**src/rtl/a0_uart_tx.sv**
```systemverilog
// a0_uart_tx: serialises each new value of register a0 (x10) onto a UART 8N1 line, MSB byte first.
// Optional: define A0_UART_TX_HEADER_EN to prefix every word with the sync byte 0xA5.
module a0_uart_tx #(
    parameter int unsigned D_WIDTH      = 32,
    parameter int unsigned CLKS_PER_BIT = 16
) (
    input  logic               clk,
    input  logic               rst_n,
    input  logic [D_WIDTH-1:0] a0,
    input  logic               send,
    output logic               tx,
    output logic               busy,
    output logic [7:0]         drop_cnt
);
    localparam int unsigned BYTES = D_WIDTH / 8;
`ifdef A0_UART_TX_HEADER_EN
    localparam int unsigned HDR = 1;
`else
    localparam int unsigned HDR = 0;
`endif
    localparam int unsigned FRAMES = BYTES + HDR;
    localparam int unsigned BAUD_W = $clog2(CLKS_PER_BIT);
    localparam int unsigned BYTE_W = (FRAMES > 1) ? $clog2(FRAMES) : 1;
    localparam logic [BAUD_W-1:0] BAUD_LAST = BAUD_W'(CLKS_PER_BIT - 1);
    localparam logic [BYTE_W-1:0] BYTE_LAST = BYTE_W'(FRAMES - 1);

    typedef enum logic [1:0] {IDLE, START, DATA, STOP} state_e;

    state_e              state_q, state_d;
    logic [D_WIDTH-1:0]  ref_q, ref_d;
    logic [D_WIDTH-1:0]  shift_q, shift_d;
    logic [D_WIDTH-1:0]  pend_q, pend_d;
    logic                pend_valid_q, pend_valid_d;
    logic [BAUD_W-1:0]   baud_cnt_q, baud_cnt_d;
    logic [2:0]          bit_idx_q, bit_idx_d;
    logic [BYTE_W-1:0]   byte_idx_q, byte_idx_d;
    logic                tx_q, tx_d;
    logic                busy_q, busy_d;
    logic [7:0]          drop_cnt_q, drop_cnt_d;

    logic                capture;
    int unsigned         data_idx;
    logic [D_WIDTH-1:0]  word_sh;
    logic [7:0]          cur_byte;

    assign capture = (a0 != ref_q) || send;

    // Next-state, capture/pending handling and next-cycle line value
    always_comb begin
        state_d      = state_q;
        ref_d        = ref_q;
        shift_d      = shift_q;
        pend_d       = pend_q;
        pend_valid_d = pend_valid_q;
        baud_cnt_d   = baud_cnt_q;
        bit_idx_d    = bit_idx_q;
        byte_idx_d   = byte_idx_q;
        drop_cnt_d   = drop_cnt_q;

        unique case (state_q)
            IDLE: begin
                if (pend_valid_q) begin
                    shift_d      = pend_q;
                    pend_valid_d = 1'b0;
                    state_d      = START;
                    byte_idx_d   = '0;
                    baud_cnt_d   = '0;
                    // A capture on the drain edge refills the slot; nothing is dropped
                    if (capture) begin
                        pend_d       = a0;
                        ref_d        = a0;
                        pend_valid_d = 1'b1;
                    end
                end else if (capture) begin
                    shift_d    = a0;
                    ref_d      = a0;
                    state_d    = START;
                    byte_idx_d = '0;
                    baud_cnt_d = '0;
                end
            end
            START: begin
                if (baud_cnt_q == BAUD_LAST) begin
                    baud_cnt_d = '0;
                    bit_idx_d  = '0;
                    state_d    = DATA;
                end else begin
                    baud_cnt_d = baud_cnt_q + 1'b1;
                end
            end
            DATA: begin
                if (baud_cnt_q == BAUD_LAST) begin
                    baud_cnt_d = '0;
                    if (bit_idx_q == 3'd7) begin
                        state_d = STOP;
                    end else begin
                        bit_idx_d = bit_idx_q + 1'b1;
                    end
                end else begin
                    baud_cnt_d = baud_cnt_q + 1'b1;
                end
            end
            STOP: begin
                if (baud_cnt_q == BAUD_LAST) begin
                    baud_cnt_d = '0;
                    if (byte_idx_q == BYTE_LAST) begin
                        state_d = IDLE;
                    end else begin
                        byte_idx_d = byte_idx_q + 1'b1;
                        state_d    = START;
                    end
                end else begin
                    baud_cnt_d = baud_cnt_q + 1'b1;
                end
            end
            default: state_d = IDLE;
        endcase

        if (state_q != IDLE && capture) begin
            if (pend_valid_q && drop_cnt_q != 8'hFF) begin
                drop_cnt_d = drop_cnt_q + 8'd1;
            end
            pend_d       = a0;
            ref_d        = a0;
            pend_valid_d = 1'b1;
        end

        data_idx = 32'(byte_idx_d) - HDR;
        word_sh  = shift_d << (8 * data_idx);
        cur_byte = word_sh[D_WIDTH-1 -: 8];
`ifdef A0_UART_TX_HEADER_EN
        if (byte_idx_d == '0) begin
            cur_byte = 8'hA5;
        end
`endif
        unique case (state_d)
            START:   tx_d = 1'b0;
            DATA:    tx_d = cur_byte[bit_idx_d];
            default: tx_d = 1'b1;
        endcase
        busy_d = (state_d != IDLE);
    end

    always_ff @(posedge clk) begin
        if (!rst_n) begin
            state_q      <= IDLE;
            ref_q        <= '0;
            shift_q      <= '0;
            pend_q       <= '0;
            pend_valid_q <= 1'b0;
            baud_cnt_q   <= '0;
            bit_idx_q    <= '0;
            byte_idx_q   <= '0;
            tx_q         <= 1'b1;
            busy_q       <= 1'b0;
            drop_cnt_q   <= '0;
        end else begin
            state_q      <= state_d;
            ref_q        <= ref_d;
            shift_q      <= shift_d;
            pend_q       <= pend_d;
            pend_valid_q <= pend_valid_d;
            baud_cnt_q   <= baud_cnt_d;
            bit_idx_q    <= bit_idx_d;
            byte_idx_q   <= byte_idx_d;
            tx_q         <= tx_d;
            busy_q       <= busy_d;
            drop_cnt_q   <= drop_cnt_d;
        end
    end

    assign tx       = tx_q;
    assign busy     = busy_q;
    assign drop_cnt = drop_cnt_q;

endmodule

```
**config.mk**
```make
export PLATFORM = sky130hd
export DESIGN_NAME = a0_uart_tx
export DESIGN_NICKNAME = d
export VERILOG_FILES = /design/src/rtl/a0_uart_tx.sv
export SDC_FILE = /design/constraint.sdc
export NUM_CORES = 1
export LEC_CHECK = 0
export CAP_MARGIN = 40
export CORE_UTILIZATION = 30
export DETAILED_ROUTE_END_ITERATION = 7
export GPL_TIMING_DRIVEN = 0
export PLACE_DENSITY_LB_ADDON = 0.15
export SLEW_MARGIN = 20
export SYNTH_ARGS = -nofsm -noshare
export SYNTH_HDL_FRONTEND = slang
export SYNTH_SLANG_ARGS = --single-unit
```
**constraint.sdc**
```tcl
create_clock -name clk -period 3 [get_ports clk]
set_input_delay 0.75 -clock clk [delete_from_list [all_inputs] [get_ports clk]]
set_output_delay 0.75 -clock clk [all_outputs]
set_load 0.01 [all_outputs]
```
==> results.json, run 1 <==
{
  "skew_ns": 0.00913,
  "maximum_number_of_pins_on_one_net_before_global_route_repair": 17,
  "critical_path_arrival_ns": 3.64,
  "number_of_enable_type_register_cells_in_the_synthesized_netlist": 0,
  "timing.hold.worst_path_depth": 2,
  "cell_area_after_synthesis_sq_um": 5570,
  "core_area_sq_um": 18100,
  "setup.reg_to_reg.worst_slack_ns": -0.25,
  "std_cell_rows": 49,
  "critical_path.endpoint": "tx",
  "min_period_ns": 3.30,
  "yosys_warnings": 0,
  "cp-start-kind": "primary input",
  "place.port_buffers": 44,
  "cell_area_after_layout_sq_um": 7320,
  "detail_route.iter0.violations": 371,
  "setup.worst_path.start": "a0[9]",
  "cp-end-kind": "register",
  "clock_sinks": 118,
  "drc": 8,
  "violations": "DRC, setup timing",
  "synth_top_cell_area_share_pct": 42.4,
  "path_buf_inv": 5,
  "crit_path_max_incr_delay_ns": 0.54,
  "synth_async_sr_flop_share_pct": 0,
  "synth_top_flop_cell": "sky130_fd_sc_hd__dfxtp_1",
  "cp_slowest_cell": "sky130_fd_sc_hd__or4_4",
  "r2r_start": "state_q[1]",
  "final.period_utilization_pct": 110,
  "share_of_layout_cells_above_drive_strength_1_pct": 17.6,
  "critical-path-top-delay-family": "compound AO/OA/AOI/OAI gates",
  "track_usage_pct": 21.0,
  "min_path_type": "register to register",
  "drt-wirelength-per-cell_um": 20.5,
  "vias_per_cell": 5.45,
  "antennaDiodeCount": 0,
  "clk_pin_slew_ns": 0.06,
  "number_of_buffers_inserted_during_clock_tree_synthesis": 17,
  "report.final.setup_viol": 1,
  "timing_hold_violations_final": 0,
  "fmax_ghz": 0.303,
  "fp.dieH_um": 138,
  "dp_hpwl_um": 13700,
  "max_cap_violations": 0,
  "gpl.final_weighted_congestion": 0.860,
  "via_count_of_the_first_global_routing_pass": 4979,
  "synth.net_count": 681,
  "ios": 45,
  "synth_top_area_cell": "sky130_fd_sc_hd__dfxtp_1",
  "leakage_nw": 2.89,
  "cts_tree": "yes",
  "synth_cell_types": 52,
  "globalRoute.totalOverflow": 0,
  "dpl-instance-area_sq_um": 6330,
  "grt_first_pass_wirelength_um": 29900,
  "slew_viol_final": 0,
  "clkLatencyLatePin_ns": 0.43,
  "crit_type": "primary input to register",
  "path_max_fanout": 5,
  "rsz_0062_raised_after_global_routing": "yes",
  "r2r-end": "tx",
  "initial_antenna_violation_count": 1,
  "r2r.worst_path.cells": 9,
  "setup_ws_ns": -0.298,
  "dr.pass1.iters": 7,
  "final_core_util_pct": 40.4,
  "post_layout_net_count": 753,
  "worst_pin_slew_ns": 0.807,
  "cts_buffer_depth": 2,
  "worst-path-stages": 14,
  "synth_cells": 638,
  "slew_headroom_pct": 46.2,
  "yosys_register_bits": 118,
  "synthesis.area_per_instance_sq_um": 8.73,
  "routed_wirelength_um": 19500,
  "die_x_extent_um": 138,
  "syn2layout_area_growth_pct": 31.4,
  "dieArea_sq_um": 19100,
  "synthTopCellsByArea": "sky130_fd_sc_hd__dfxtp_1, sky130_fd_sc_hd__mux2i_1, sky130_fd_sc_hd__nor2_1",
  "ctsRootBufferMaster": "sky130_fd_sc_hd__clkbuf_16",
  "routed-via-count": 5191,
  "final_antenna_net_count": 0,
  "outcome": "finished with violations",
  "worst-endpoint-required_ns": 3.34,
  "ir_drop_worst_vdd_mv": 0.387,
  "power-per-cell-area_nw_per_um2": 617,
  "number_of_h_tree_levels": 4,
  "initial_utilization_pct": 30.8,
  "crit_path_cell_trace": "buf_12, xor2_2, nor4_2, buf_4, nand4_1, buf_6, o31ai_4, buf_4, buf_6, o22ai_1, a21oi_1, a221oi_1, or4_4, a32oi_2",
  "part_of_the_yosys_area_used_for_sequential_elements_pct": 42.4
}
-- cells by family (layout without fill, tap and decap cells) --
kind of cell	Yosys count	after routing	synth area share, %
AO/OA/AOI/OAI	148	148	18.0
XOR/XNOR	37	37	5.82
adder cells (fa/ha/maj)	9	9	1.98
buffers and inverters	53	138	3.71
flip-flops	118	118	42.4
multiplexers	39	39	7.08
AND/OR/NAND/NOR	234	234	21.0
-- metrics by stage --
stage / setup slack [ns] / hold WS, ns / power, W / TNS, ns / instances
after floorplan: -0.113 / 0.464 / 0.00213 / -0.113 / 638
after global placement: -2.64 / 0.475 / 0.00235 / -150.76 / 911
after detailed placement: -2.16 / 0.493 / 0.00236 / -111.91 / 912
after CTS: -0.419 / 0.503 / 0.00452 / -0.419 / 950
after global routing: -0.394 / 0.528 / 0.00470 / -0.394 / 952
final: -0.298 / 0.499 / 0.00452 / -0.298 / 952
-- how the worst min path moves through the flow --
stage,from,end,slack (ns)
4_1_cts,pend_q[3],pend_q[3],0.50
3_3_place_gp,baud_cnt_q[3],baud_cnt_q[3],0.48
2_1_floorplan,pend_q[0],pend_q[0],0.46
5_1_grt,pend_q[15],pend_q[15],0.53
6_report,pend_q[3],pend_q[3],0.50
3_5_place_dp,pend_q[3],pend_q[3],0.49
-- per-layer routing --
metal | up-vias | track usage (%) | wire length, um
met1 | 2525 | 28.8 | 9380
met5 | - | 0 | 0
met2 | 175 | 32.0 | 8600
met3 | 26 | 4.47 | 1150
met4 | 0 | 8.75 | 398
li1 | 2465 | - | -
-- repair_timing --
action,CTS,global route
gates resized for setup,118,50
pin swaps,24,27
cloned,0,0
setup buffers,7,2
hold buffers,0,0
setup endpoints to repair,83,32
-- cell usage after synthesis (7+ instances only) --
master / count
sky130_fd_sc_hd__dfxtp_1: 118
sky130_fd_sc_hd__nand4_1: 7
sky130_fd_sc_hd__clkbuf_1: 34
sky130_fd_sc_hd__o21ai_0: 17
sky130_fd_sc_hd__nor3_1: 22
sky130_fd_sc_hd__inv_1: 9
sky130_fd_sc_hd__nor4_1: 11
sky130_fd_sc_hd__nand3_1: 9
sky130_fd_sc_hd__nor2_1: 76
sky130_fd_sc_hd__mux2i_1: 36
sky130_fd_sc_hd__nand2_1: 31
sky130_fd_sc_hd__xor2_1: 32
sky130_fd_sc_hd__ha_1: 8
sky130_fd_sc_hd__or3_1: 11
sky130_fd_sc_hd__and3_1: 8
sky130_fd_sc_hd__a211oi_1: 15
sky130_fd_sc_hd__a21oi_1: 29
sky130_fd_sc_hd__o221ai_1: 7
sky130_fd_sc_hd__and2_1: 42
sky130_fd_sc_hd__o22ai_1: 40
-- power by group --
| part | total [W] | leakage [nW] | switching (W) | internal (W) |
|---|---|---|---|---|
| clock | 0.00214 | 0.293 | 0.000807 | 0.00133 |
| combinational | 0.000628 | 1.62 | 0.000372 | 0.000255 |
| sequential | 0.00175 | 0.976 | 0.0000679 | 0.00168 |
| total | 0.00452 | 2.89 | 0.00125 | 0.00327 |
-- flip-flops by register name (all words and copies together), names as in the netlist --
signal / flops
pend_q: 32
ref_q: 32
shift_q: 32
drop_cnt: 8
baud_cnt_q: 4
bit_idx_q: 3
byte_idx_q: 2
state_q: 2
busy: 1
pend_valid_q: 1
tx: 1
-- layout by cell type (no fill, tap or decap), types with 5 or more instances in the layout --
cell / instances
sky130_fd_sc_hd__nor4_1: 6
sky130_fd_sc_hd__a21oi_1: 26
sky130_fd_sc_hd__and2_1: 42
sky130_fd_sc_hd__clkbuf_1: 24
sky130_fd_sc_hd__nand2_1: 29
sky130_fd_sc_hd__clkdlybuf4s15_2: 5
sky130_fd_sc_hd__clkbuf_16: 17
sky130_fd_sc_hd__inv_1: 9
sky130_fd_sc_hd__xor2_1: 27
sky130_fd_sc_hd__clkdlybuf4s50_1: 12
sky130_fd_sc_hd__o221ai_1: 7
sky130_fd_sc_hd__nor3_1: 17
sky130_fd_sc_hd__buf_6: 11
sky130_fd_sc_hd__buf_4: 8
sky130_fd_sc_hd__or3_1: 9
sky130_fd_sc_hd__clkdlybuf4s15_1: 5
sky130_fd_sc_hd__and3_1: 8
sky130_fd_sc_hd__o22ai_1: 39
sky130_fd_sc_hd__a211oi_1: 12
sky130_fd_sc_hd__nand2b_1: 5
sky130_fd_sc_hd__o21ai_0: 17
sky130_fd_sc_hd__nand3_1: 8
sky130_fd_sc_hd__mux2i_1: 35
sky130_fd_sc_hd__dfxtp_1: 118
sky130_fd_sc_hd__nor2_1: 75
sky130_fd_sc_hd__nand4_1: 7
sky130_fd_sc_hd__clkbuf_2: 13
sky130_fd_sc_hd__ha_1: 8
sky130_fd_sc_hd__dlygate4sd2_1: 9
-- layout make-up --
cell class | count | area (sq um)
inverter | 9 | 33.8
tap | 229 | 287
fill | 1767 | 10800
timing repair buffer | 54 | 490
buffer | 43 | 240
multi-input combinational | 467 | 3290
clock buffer | 18 | 439
sequential | 118 | 2360
clock inverter | 14 | 175
-- worst min-delay path: stages (launching register included) --
cell,delay [ns]
sky130_fd_sc_hd__dfxtp_1,0.33
sky130_fd_sc_hd__mux2i_1,0.07
sky130_fd_sc_hd__nor2_1,0.07
Note: power is estimated with default switching activity, not from simulation.
==> run 2, diff against run 1 <==
--- a/config.mk
+++ b/config.mk
@@ -9,7 +9,7 @@
 export CORE_UTILIZATION = 30
 export DETAILED_ROUTE_END_ITERATION = 7
 export GPL_TIMING_DRIVEN = 0
-export PLACE_DENSITY_LB_ADDON = 0.15
+export PLACE_DENSITY = 0.6
 export SLEW_MARGIN = 20
 export SYNTH_ARGS = -nofsm -noshare
 export SYNTH_HDL_FRONTEND = slang
==> results.json, run 2 (synthesized netlist as in run 1, its figures left out) <==
{
  "syn2layout_area_growth_pct": 31.4,
  "critical-path-top-delay-family": "compound AO/OA/AOI/OAI gates",
  "dr.pass1.iters": 8,
  "path_max_fanout": 10,
  "worst_path_most_repeated_cell": "sky130_fd_sc_hd__buf_6",
  "dieArea_sq_um": 19100,
  "gpl.final_weighted_congestion": 0.894,
  "report.final.setup_viol": 1,
  "dr.max_layer_used": "met4",
  "number_of_buffers_inserted_during_clock_tree_synthesis": 17,
  "crit_path_cell_trace": "buf_2, xor2_1, nor4_2, buf_4, nand4_1, buf_6, nor3_4, buf_6, a31o_4, buf_6, a21oi_1, a211oi_1, o21ai_0, and3b_1, a32oi_2",
  "min_period_ns": 3.23,
  "dp_hpwl_um": 12500,
  "final.period_utilization_pct": 108,
  "min_path_type": "register to register",
  "worst_pin_slew_ns": 0.728,
  "core_area_sq_um": 18100,
  "globalRoute.totalOverflow": 0,
  "slew_headroom_pct": 51.5,
  "hold_buffers": 0,
  "post_layout_net_count": 760,
  "slew_viol_final": 0,
  "std_cell_rows": 49,
  "cp-end-kind": "register",
  "clock_sinks": 118,
  "initial_antenna_violation_count": 0,
  "die_x_extent_um": 138,
  "cp_slowest_cell": "sky130_fd_sc_hd__nor3_4",
  "setup.worst_path.start": "a0[1]",
  "setup_ws_ns": -0.227,
  "final_antenna_net_count": 0,
  "power-per-cell-area_nw_per_um2": 621,
  "timing_hold_violations_final": 0,
  "r2r-end": "tx",
  "skew_ns": 0.00767,
  "cts_tree": "yes",
  "critical_path.endpoint": "tx",
  "wl_met2_um": 8100,
  "critical_path_arrival_ns": 3.56,
  "rsz_0062_raised_after_global_routing": "yes",
  "mostFrequentLayoutCell": "sky130_fd_sc_hd__dfxtp_1",
  "fmax_ghz": 0.310,
  "most_frequent_cells_in_the_layout": "sky130_fd_sc_hd__dfxtp_1, sky130_fd_sc_hd__nor2_1, sky130_fd_sc_hd__and2_1",
  "worst-endpoint-required_ns": 3.33,
  "r2r.worst_path.cells": 10,
  "met3WireLength_um": 1360,
  "place.port_buffers": 44,
  "clk_pin_slew_ns": 0.06,
  "cts_buffer_depth": 2,
  "final_core_util_pct": 40.5,
  "share_of_layout_cells_above_drive_strength_1_pct": 19.3,
  "violations": "DRC, setup timing",
  "via_count_of_the_first_global_routing_pass": 4824,
  "clkLatencyLatePin_ns": 0.42,
  "detail_route.iter0.violations": 609,
  "vias_per_cell": 5.41,
  "leakage_nw": 2.93,
  "routed_wirelength_um": 18000,
  "drt-wirelength-per-cell_um": 18.8,
  "max_cap_violations": 0,
  "worst-path-stages": 15,
  "grt_first_pass_wirelength_um": 27800,
  "filler_cell_count": 1775,
  "routed-via-count": 5188,
  "route.layer.met1.wl_um": 8050,
  "crit_type": "primary input to register",
  "initial_utilization_pct": 30.8,
  "top_regs": "pend_q (32), ref_q (32), shift_q (32)",
  "ir_drop_worst_vdd_mv": 0.409,
  "fp.dieH_um": 138,
  "drc": 8,
  "path_buf_inv": 5,
  "ctsRootBufferMaster": "sky130_fd_sc_hd__clkbuf_16",
  "crit_path_max_incr_delay_ns": 0.31,
  "power_w": 0.00455,
  "outcome": "finished with violations",
  "number_of_h_tree_levels": 4,
  "ios": 45,
  "maximum_number_of_pins_on_one_net_before_global_route_repair": 17,
  "setup.reg_to_reg.worst_slack_ns": -0.12,
  "cp-start-kind": "primary input",
  "track_usage_pct": 19.2,
  "antennaDiodeCount": 0,
  "r2r_start": "state_q[1]"
}
-- run 2: worst min-delay path by stage --
stage / from / to / slack (ns) / depth (start not counted)
5_1_grt: pend_q[31] / pend_q[31] / 0.52 / 2
3_3_place_gp: pend_q[31] / pend_q[31] / 0.48 / 2
6_report: pend_q[4] / pend_q[4] / 0.50 / 2
4_1_cts: baud_cnt_q[3] / baud_cnt_q[3] / 0.50 / 2
2_1_floorplan: pend_q[0] / pend_q[0] / 0.46 / 2
3_5_place_dp: pend_q[24] / pend_q[24] / 0.49 / 2
-- run 2: what timing repair did --
item                       CTS  global route
gates resized for setup    134            47
setup endpoints to repair   83            33
pin swaps                   19            24
buffers inserted             8             7
-- run 2: worst register-to-register path, delay by kind of cell, from the launching register on --
kind | cells | cell delay [ns]
AOI/OAI and AO/OA | 4 | 0.97
and+or+nand+nor | 2 | 0.36
adders and majority gates | 1 | 0.35
DFF | 1 | 0.34
buffers and inverters | 3 | 1.02
-- run 2: through the flow --
| step | TNS [ns] | cells | worst slack, ns | hold slack [ns] | cell area (sq um) |
|---|---|---|---|---|---|
| final | -0.227 | 959 | -0.227 | 0.503 | 7320 |
| after global routing | -0.276 | 959 | -0.276 | 0.520 | 7320 |
| after CTS | -0.186 | 951 | -0.186 | 0.500 | 7230 |
| after detailed placement | -94.10 | 912 | -1.89 | 0.488 | 6330 |
| after global placement | -124.99 | 911 | -2.20 | 0.481 | 6320 |
| after floorplan | -0.113 | 638 | -0.113 | 0.464 | 5600 |
-- run 2: report_power, final --
group          leakage (nW)  internal [W]  switching (W)  total (W)
clock network         0.310       0.00146       0.000734    0.00219
registers             0.976       0.00168      0.0000653    0.00175
logic                  1.64      0.000245       0.000364   0.000610
total                  2.93       0.00338        0.00116    0.00455
-- run 2: layout make-up --
type | instances | area, sq um | share of cell area (%)
Timing Repair Buffer | 61 | 489 | 6.68
Buffer | 43 | 240 | 3.28
Multi-Input combinational cell | 467 | 3270 | 44.6
Clock inverter | 11 | 171 | 2.34
Tap cell | 229 | 287 | 3.91
Sequential cell | 118 | 2360 | 32.3
Inverter | 9 | 33.8 | 0.462
Clock buffer | 21 | 470 | 6.43
-- run 2: metal layers --
| layer | global-route usage, % | vias to the layer above |
|---|---|---|
| met1 | 25.4 | 2476 |
| met5 | 0 | - |
| li1 | - | 2468 |
| met3 | 4.78 | 29 |
| met2 | 28.8 | 215 |
| met4 | 10.1 | 0 |
==> run 3, diff against run 2 <==
--- a/config.mk
+++ b/config.mk
@@ -6,10 +6,13 @@
 export NUM_CORES = 1
 export LEC_CHECK = 0
 export CAP_MARGIN = 40
+export CELL_PAD_IN_SITES_DETAIL_PLACEMENT = 0
+export CELL_PAD_IN_SITES_GLOBAL_PLACEMENT = 2
 export CORE_UTILIZATION = 30
 export DETAILED_ROUTE_END_ITERATION = 7
+export DONT_BUFFER_PORTS = 1
 export GPL_TIMING_DRIVEN = 0
-export PLACE_DENSITY = 0.6
+export PLACE_DENSITY = 0.78
 export SLEW_MARGIN = 20
 export SYNTH_ARGS = -nofsm -noshare
 export SYNTH_HDL_FRONTEND = slang
==> results.json, run 3 (synthesized netlist as in run 1, its figures left out) <==
{
  "outcome": "finished with violations",
  "violations": "DRC, setup timing",
  "finalHoldWorstSlack_ns": 0.439,
  "crit_path_cell_trace": "xor2_1, nor4_2, nand4_1, buf_4, buf_4, o31ai_4, buf_4, o22a_1, nor2_1, or3_1, a41o_1, or4_4, a32oi_2",
  "gpl.final_weighted_congestion": 0.896,
  "cp-start-kind": "register",
  "timing_hold_violations_final": 0,
  "final_antenna_net_count": 0,
  "final.period_utilization_pct": 113,
  "worst_pin_slew_ns": 0.785,
  "post_layout_net_count": 709,
  "clk_pin_slew_ns": 0.06,
  "syn2layout_area_growth_pct": 20.0,
  "routed-via-count": 5069,
  "vias_per_cell": 5.59,
  "grt_first_pass_wirelength_um": 29600,
  "path_buf_inv": 3,
  "slew_viol_final": 0,
  "clkLatencyLatePin_ns": 0.43,
  "setup_ws_ns": -0.379,
  "drt-wirelength-per-cell_um": 21.4,
  "cp_slowest_cell": "sky130_fd_sc_hd__nor4_2",
  "fp.dieH_um": 138,
  "filler_cell_count": 1802,
  "worst_path_most_repeated_cell": "sky130_fd_sc_hd__buf_4",
  "r2r-end": "tx",
  "critical_path_arrival_ns": 3.71,
  "min_path_type": "primary input to register",
  "slew_headroom_pct": 47.7,
  "critical-path-top-delay-family": "simple AND/OR/NAND/NOR gates",
  "worstHoldEndpoint": "ref_q[3]",
  "max_cap_violations": 0,
  "min_period_ns": 3.38,
  "r2r_start": "ref_q[9]",
  "drc": 6,
  "initial_utilization_pct": 30.8,
  "die_x_extent_um": 138,
  "cell_area_after_layout_sq_um": 6680,
  "clock_sinks": 118,
  "dr.pass1.iters": 7,
  "final.setup.tns_ns": -0.379,
  "ir_drop_worst_vdd_mv": 0.425,
  "cts_tree": "yes",
  "via_count_of_the_first_global_routing_pass": 5107,
  "most_frequent_cells_in_the_layout": "sky130_fd_sc_hd__dfxtp_1, sky130_fd_sc_hd__nor2_1, sky130_fd_sc_hd__and2_1",
  "initial_antenna_violation_count": 0,
  "crit_path_max_incr_delay_ns": 0.48,
  "dpl-instance-area_sq_um": 5880,
  "setup.reg_to_reg.worst_slack_ns": -0.38,
  "skew_ns": 0.00889,
  "top_regs": "pend_q (32), ref_q (32), shift_q (32)",
  "std_cell_rows": 49,
  "hold_start": "a0[3]",
  "timing.hold.worst_path_depth": 1,
  "detail_route.iter0.violations": 561,
  "cp-end-kind": "register",
  "dieArea_sq_um": 19100,
  "crit_type": "register to register",
  "dp_hpwl_um": 13600,
  "ctsRootBufferMaster": "sky130_fd_sc_hd__clkbuf_16",
  "mostFrequentLayoutCell": "sky130_fd_sc_hd__dfxtp_1",
  "routed_wirelength_um": 19400,
  "maximum_number_of_pins_on_one_net_before_global_route_repair": 17,
  "globalRoute.totalOverflow": 0,
  "power-per-cell-area_nw_per_um2": 639,
  "worst-endpoint-required_ns": 3.33,
  "leakage_nw": 2.62,
  "ios": 45,
  "share_of_layout_cells_above_drive_strength_1_pct": 13.3,
  "track_usage_pct": 20.9,
  "power_w": 0.00427,
  "cts_buffer_depth": 2,
  "path_max_fanout": 3,
  "hold_buffers": 0,
  "place.port_buffers": 0,
  "report.final.setup_viol": 1,
  "layout.cells.non_filler": 907,
  "core_area_sq_um": 18100,
  "antennaDiodeCount": 0,
  "number_of_buffers_inserted_during_clock_tree_synthesis": 17,
  "number_of_h_tree_levels": 4,
  "fmax_ghz": 0.296,
  "rsz_0062_raised_after_global_routing": "yes",
  "r2r.worst_path.cells": 13,
  "place_inst": 867
}
-- run 3: report_power, final --
group	internal, W	switching, W
logic	0.000216	0.000329
registers	0.00168	0.0000660
clock network	0.00125	0.000729
total	0.00315	0.00112
-- run 3: final cells by class --
type	instances	area (sq um)	area share, %
plain buffers	43	221	3.31
clock inverters	9	103	1.54
clock buffers	22	464	6.95
flip-flops and latches	118	2360	35.4
inverters	9	33.8	0.506
well taps	229	287	4.29
multi-input cells	467	3140	46.9
repair buffers	10	75.1	1.12
-- run 3: what timing repair did --
action,in CTS,in global routing
gates resized for setup,28,18
pin swaps,8,8
endpoints found under the setup margin,66,18
setup buffers,6,4
-- run 3: worst max-delay path by stage --
stage | to | startpoint | cells after the start
after global placement | tx | a0[21] | 12
after CTS | tx | ref_q[7] | 12
after floorplan | tx | a0[23] | 10
final | tx | ref_q[9] | 13
after global routing | tx | ref_q[9] | 13
after detailed placement | tx | a0[21] | 12
-- run 3: layer usage --
| metal | share of wire, % | vias up | GRT usage, % |
|---|---|---|---|
| li1 | - | 2364 | - |
| met1 | 44 | 2483 | 26.1 |
| met2 | 47 | 183 | 33.9 |
| met3 | 6.6 | 39 | 5.20 |
| met4 | 2.5 | 0 | 9.23 |
| met5 | 0 | - | 0 |
-- run 3: worst register-to-register path, stage by stage, from the launching register on --
cell and delay (ns):
sky130_fd_sc_hd__dfxtp_1 0.31, sky130_fd_sc_hd__xor2_1 0.16, sky130_fd_sc_hd__nor4_2 0.48, sky130_fd_sc_hd__nand4_1 0.15, sky130_fd_sc_hd__buf_4 0.19, sky130_fd_sc_hd__buf_4 0.14, sky130_fd_sc_hd__o31ai_4 0.22, sky130_fd_sc_hd__buf_4 0.17
sky130_fd_sc_hd__o22a_1 0.13, sky130_fd_sc_hd__nor2_1 0.05, sky130_fd_sc_hd__or3_1 0.35, sky130_fd_sc_hd__a41o_1 0.26, sky130_fd_sc_hd__or4_4 0.43, sky130_fd_sc_hd__a32oi_2 0.26
-- run 3: through the flow --
stage               worst slack, ns  util (%)
floorplan                    -0.113         -
global placement              -1.51      32.5
detailed placement            -1.52      32.5
CTS                          -0.275      36.4
global route                 -0.389      36.9
finish                       -0.379      36.9
